<file path="src/rtl/modular_addition.sv">
// Limb-serial modular adder: result = (A + B) mod p.
// Add pass over NL limbs, then one conditional-subtract pass.
module modular_addition #(
  parameter int WIDTH = 256,
  parameter int LIMB  = 64
) (
  input  logic             i_clk,
  input  logic             i_rst,
  input  logic             i_start,
  input  logic [WIDTH-1:0] A,
  input  logic [WIDTH-1:0] B,
  input  logic [WIDTH-1:0] p,
  output logic [WIDTH-1:0] result,
  output logic             done
);

  localparam int NL = WIDTH / LIMB;
  localparam int IW = (NL > 1) ? $clog2(NL) : 1;

  typedef enum logic [1:0] {
    IDLE,
    ADD,
    SUB,
    DONE
  } state_t;

  state_t state;
  state_t state_nx;

  logic [WIDTH-1:0] a_q;
  logic [WIDTH-1:0] b_q;
  logic [WIDTH-1:0] p_q;
  logic [WIDTH-1:0] s_q;
  logic [WIDTH-1:0] d_q;
  logic [IW-1:0]    idx;
  logic             carry;
  logic             borrow;
  logic             cout;
  logic             last;

  logic [LIMB:0]    sum_l;
  logic [LIMB:0]    diff_l;
  logic [WIDTH-1:0] d_full;

  assign last = (idx == IW'(NL - 1));

  // One limb of the add and subtract passes, plus the completed difference
  always_comb begin
    sum_l  = {1'b0, a_q[idx*LIMB +: LIMB]}
           + {1'b0, b_q[idx*LIMB +: LIMB]}
           + {{LIMB{1'b0}}, carry};
    diff_l = {1'b0, s_q[idx*LIMB +: LIMB]}
           - {1'b0, p_q[idx*LIMB +: LIMB]}
           - {{LIMB{1'b0}}, borrow};
    d_full = d_q;
    d_full[idx*LIMB +: LIMB] = diff_l[LIMB-1:0];
  end

  // State register
  always_ff @(posedge i_clk) begin
    if (i_rst) state <= IDLE;
    else       state <= state_nx;
  end

  // Next-state logic
  always_comb begin
    state_nx = state;
    unique case (state)
      IDLE: if (i_start) state_nx = ADD;
      ADD:  if (last)    state_nx = SUB;
      SUB:  if (last)    state_nx = DONE;
      DONE: if (!i_start) state_nx = IDLE;
      default: state_nx = IDLE;
    endcase
  end

  // Datapath: operand capture, limb passes, final select and done flag
  always_ff @(posedge i_clk) begin
    if (i_rst) begin
      result <= '0;
      done   <= 1'b0;
      idx    <= '0;
      carry  <= 1'b0;
      borrow <= 1'b0;
      cout   <= 1'b0;
    end else begin
      unique case (state)
        IDLE: begin
          if (i_start) begin
            a_q   <= A;
            b_q   <= B;
            p_q   <= p;
            carry <= 1'b0;
            idx   <= '0;
          end
        end
        ADD: begin
          s_q[idx*LIMB +: LIMB] <= sum_l[LIMB-1:0];
          carry <= sum_l[LIMB];
          if (last) begin
            cout   <= sum_l[LIMB];
            borrow <= 1'b0;
            idx    <= '0;
          end else begin
            idx <= idx + 1'b1;
          end
        end
        SUB: begin
          d_q[idx*LIMB +: LIMB] <= diff_l[LIMB-1:0];
          borrow <= diff_l[LIMB];
          if (last) begin
            // Take the difference unless it went negative with no carry-out
            result <= (cout | ~diff_l[LIMB]) ? d_full : s_q;
            done   <= 1'b1;
            idx    <= '0;
          end else begin
            idx <= idx + 1'b1;
          end
        end
        DONE: begin
          if (!i_start) done <= 1'b0;
        end
        default: ;
      endcase
    end
  end

endmodule

</file>
<file path="config.mk">
export PLATFORM = sky130hd
export DESIGN_NAME = modular_addition
export DESIGN_NICKNAME = d
export VERILOG_FILES = /design/src/rtl/modular_addition.sv
export SDC_FILE = /design/constraint.sdc
export NUM_CORES = 2
export LEC_CHECK = 0
export CAP_MARGIN = 25
export CORE_MARGIN = 1.5
export CORE_UTILIZATION = 38
export CTS_BUF_LIST = sky130_fd_sc_hd__clkbuf_8
export DETAILED_ROUTE_END_ITERATION = 10
export HOLD_SLACK_MARGIN = 0.1
export PLACE_DENSITY_LB_ADDON = 0.05
export SETUP_SLACK_MARGIN = 0.15
export SLEW_MARGIN = 10
export SYNTH_ARGS = -nofsm -noshare
export SYNTH_HDL_FRONTEND = slang
export SYNTH_SLANG_ARGS = --single-unit
</file>
<file path="constraint.sdc">
create_clock -name i_clk -period 58 [get_ports i_clk]
set_input_delay 11.6 -clock i_clk [delete_from_list [all_inputs] [get_ports i_clk]]
set_output_delay 11.6 -clock i_clk [all_outputs]
set_load 0.01 [all_outputs]
</file>
Yosys cells after proc, flatten, opt, wreduce, memory -nomap -nowiden
Cells that the tools add are included.

storage, ports and cells
  latch bits = 0
  memories kept = 0
  memory bits (read-only) = 0
  word-level logic and storage cells = 70
  RAM bits = 0
  bits in registers = 1544

operators by class
  reductions and logical operators = 16
  eq/ne operators = 8
  bitwise operators = 3
  magnitude comparators = 0
  shift-type cells = 7
  add/sub/neg operators = 6
  muxes and demuxes = 18
  multiply operators = 0
  divide/modulo/power cells = 0

operators by type and width
  operator                     number
  $shiftx A256 B9 Y64          4
  $bwmux W256                  2
  $shiftx A64 B34 Y256         2
  $mux W256                    1
  $shift A64 B34 Y256 const A  1
  $add A64 B64 Y65             1
  $add A65 B1 Y65              1
  $sub A64 B64 Y65             1
  $sub A65 B1 Y65              1
  $neg A8 Y34                  1
  $reduce_and A2 Y1            7
  $mux W2                      6
  $ne A2 B2 Y1 const B         4
  $pmux W2 S4                  1
  $reduce_bool A2 Y1           4
  $eq A2 B2 Y1 const B         3
  $pmux W1 S2                  3
  $reduce_and A3 Y1            2
  $mux W1                      4
  $pmux W2 S2                  1
  $reduce_and A4 Y1            1
  $add A2 B1 Y2 const B        1
  $eq A2 B1 Y1 const B         1
  $logic_not A2 Y1             1
  other kinds (3)              4

Logic depth before layout (Yosys ltp)
  depth in word-level cells = 6
  depth in mapped cells = 21
  gate-level depth less buffers = 15

Least setup slack after synthesis
OpenSTA, ideal clock, no wires.

  kind = in2reg
  start point = input i_rst
  end point = register a_q[0] (enable)
  setup slack = 26777 ps
  arrival = 29981 ps
  required time = 56758 ps
  stages on the path = 6
  path through = clkbuf_1 -> inv_1 -> clkbuf_1 -> clkbuf_1 -> clkbuf_1 -> and3_1

on the way
  longest elaborated chain between the ends = 2

RTL lines
  item                         line  text
  start: declaration           8     input logic i_rst,
  $not A1 Y1 (no line)         --
  $reduce_and A3 Y1 (no line)  --
  end signal: assignment       90    a_q <= A;
  end: declaration             30    logic [WIDTH-1:0] a_q;

Every way passes these cells.
A chain may end at the register's enable or synchronous reset.

Final worst setup path
  start point = input i_rst
  end point = register b_q[2] (enable)

on the way
  longest elaborated chain between the ends = 2

RTL lines
  item                         line  text
  $not A1 Y1 (no line)         --
  $reduce_and A3 Y1 (no line)  --
  end signal: assignment       91    b_q <= B;
  end: declaration             31    logic [WIDTH-1:0] b_q;

Every way passes these cells.

==> results.md <==
* Clock Skews at 0.0586 ns
* # nets final at 7159
* Final setup vio count at 0
* Combinational family with the most area after synthesis: compound AO/OA/AOI/OAI gates
* Cells along the critical path: buf_2, buf_4, inv_8, and3_4, buf_12, buf_4, buf_12
* Clk sink count at 1544
* Number of max-cap violations at 0
* Max stage delay cell, worst path: and3_4
* Switching power of the nets at 2500 µW
* Worst EP arrival at 16.04 ns
* Post-DRT Antenna Nets at 0
* Row count at 157
* Synth area leader: edfxtp_1
* Crit. End Element: flop
* IO Pins at 1028
* Fill cells at 16.5k
* Syn_nets at 6090
* Mapped Area at 0.0701 mm²
* Postcts setup bufs at 0
* CTS tree: built
* Total GRT Usage at 27.1%
* Num CTS Buffers at 295
* Vias at 48.7k
* Worst hold path class: flop to flop
* Most frequent cells in the layout: edfxtp_1, clkdlybuf4s50_1, inv_1
* Post-Synthesis Cells at 5118
* Synth Register Bits at 1544
* Leading post-synthesis cells by cell area: edfxtp_1, mux4_2, dfxtp_1
* Buffers & Inverters on Critical Path at 6
* Final worst slack at 42.60 ns
* Crit path required time at 58.64 ns
* Top-area cell type share of the netlist area at 54.9%
* Post-Place Worst Slack at 41.62 ns
* Synth cell types at 109
* Period utilization at 26.5%
* Placer Congestion at 0.919
* Drt pass-1 iters at 5
* Setup_tns at 0 ns
* Sequential power share at 26.7%
* Hold slack at 0.453 ns
* Layout cells sized above 1 at 12.6%
* Dpl hpwl at 184 mm
* FMAX at 64.9 MHz
* Core Util, Final at 48.3%
* Post-synthesis compound-gate area fraction at 11.1%
* Post-cts resize count at 0
* Initial antenna violation count at 52
* Switching share of power at 46.2%
* Commonest non-fill, non-tap cell in the layout: edfxtp_1
* DRC errors left at 0
* Adder-cell area share of the yosys netlist at 3.63%
* Async S/R FF share, synth at 0%
* CP Class: primary input to flop
* Comb power frac at 54.4%
* Number of global-route vias before repair at 49.5k
* Area delta synth->final at 26.2%
* Slew HR at 22.3%
* Crit-path leading delay family: buffers and inverters
* Number of synthesized flops with an enable pin at 1280
* CP max stage delay at 0.94 ns
* PD cells at 61.4 mW/mm²
* Synth Area in XOR/XNOR at 1.45%
* Largest net degree at the start of global routing at 182
* Synth warnings at 0
* Post-synthesis sequential area ratio at 62.4%
* Clock latency on the worst-skew pair at 1.05 ns
* Crit Path Max Fanout at 181
* Worst vdd ir at 0.0734 mV
* WL/cell at 29.1 µm
* CTS root buf: clkbuf_8
* Core area at 0.183 mm²
* Clk pwr share at 18.9%
* Die height at 432 µm
* Pleak at 0.0313 µW
* Die width at 432 µm
* Via-to-Cell Ratio at 5.48
* Clk buf depth at 4
* Clock transition at path regs at 0.05 ns
* Final hold vios at 0
* Synth Area in Simple Gates at 7.66%
* Initial DRC count at 3801
* Syn Area/Cell at 13.7 µm²
* Worst-Margin Slew at 1.17 ns
* First-pass GRT wire length at 362 mm
* Initial Utilization at 38.3%
* Routed WL at 259 mm
* Die area at 0.187 mm²
* Grt ovf at 0
* Min Tclk post-route at 15.40 ns
* Buffers on Ports at 1027
* H-tree levels at 5
* Status: finished clean
* RSZ-0062 raised after global routing: no
* P_int at 2920 µW
* Primary FF master, synth: edfxtp_1
* Setup crit start kind: primary input
* Hold-fix buffers at CTS at 0
* Multiplexer share of the synthesized area at 10.3%
* Slew Viols, Final at 0
## area by class of cell
class,instances,area [µm²],area share (%)
Clock buffer,317,4360,4.94
Antenna cell,19,47.5,0.0538
Inverter,285,1080,1.22
Timing Repair Buffer,1112,11000,12.5
Multi-Input combinational cell,2949,24000,27.2
Tap cell,2464,3080,3.49
Sequential cell,1544,43700,49.5
Clock inverter,192,1070,1.21
## sequential cells by signal, indices dropped and copies added, names as in the netlist
register and count:
d_q 256, p_q 256, borrow 1, result 256, cout 1, s_q 256
b_q 256, a_q 256, state 2, carry 1, idx 2, done 1
## cells by family after synthesis
| logic type | Yosys count |
|---|---|
| and+or+nand+nor | 1121 |
| muxes | 402 |
| xor gates and xnor gates | 112 |
| DFF | 1544 |
| adders and majority gates | 201 |
| buffers and inverters | 625 |
| AOI/OAI and AO/OA | 1113 |
## cells in the mapped netlist, types with 40 or more instances
master and instances:
clkbuf_1 249, nand4_1 40, a21oi_1 188, o2bb2ai_1 152
nor2_1 387, xnor2_1 71, o21ai_0 305, dfxtp_1 264
mux4_2 256, buf_1 53, nand2_1 198, and3_1 57
ha_1 197, mux2i_1 142, a21o_1 83, nand3_1 210
inv_1 282, edfxtp_1 1280, nor3_1 62
## power by group through the flow
stage               registers [µW]  logic (µW)  clock network (µW)
floorplan                     1540        1890                   0
global placement              1470        2890                   0
detailed placement            1470        2910                   0
CTS                           1450        2920                1050
global route                  1460        3160                1090
finish                        1450        2950                1020
## layer usage
layer	share of wire (%)	GRT usage (%)	up-vias
li1	-	-	21898
met1	41	34.1	24441
met2	48	44.9	1794
met3	7.2	7.04	482
met4	3.7	9.85	68
met5	0.17	0	-
## stage by stage
| step | instance area, µm² | power [µW] | std cells |
|---|---|---|---|
| 2_1_floorplan | 70100 | 3430 | 5118 |
| 3_3_place_gp | 82800 | 4360 | 8341 |
| 3_5_place_dp | 82900 | 4380 | 8346 |
| 4_1_cts | 88300 | 5420 | 8855 |
| 5_1_grt | 88400 | 5720 | 8872 |
| 6_report | 88400 | 5420 | 8882 |
## path summary, 6_finish.rpt
kind          startpoint     endpoint  cells past startpoint  slack [ns]
max                i_rst       b_q[2]                      7       42.60
min          result[247]  result[247]                      2        0.45
max reg2reg       idx[0]   result[44]                     16       50.05
min reg2reg  result[247]  result[247]                      2        0.45
## worst min-delay path, cell delays in order, from the launching register on
cell and delay (ns):
dfxtp_1 0.31, nand2_1 0.05, a21oi_1 0.05
Power figures use the tool's default switching activity.
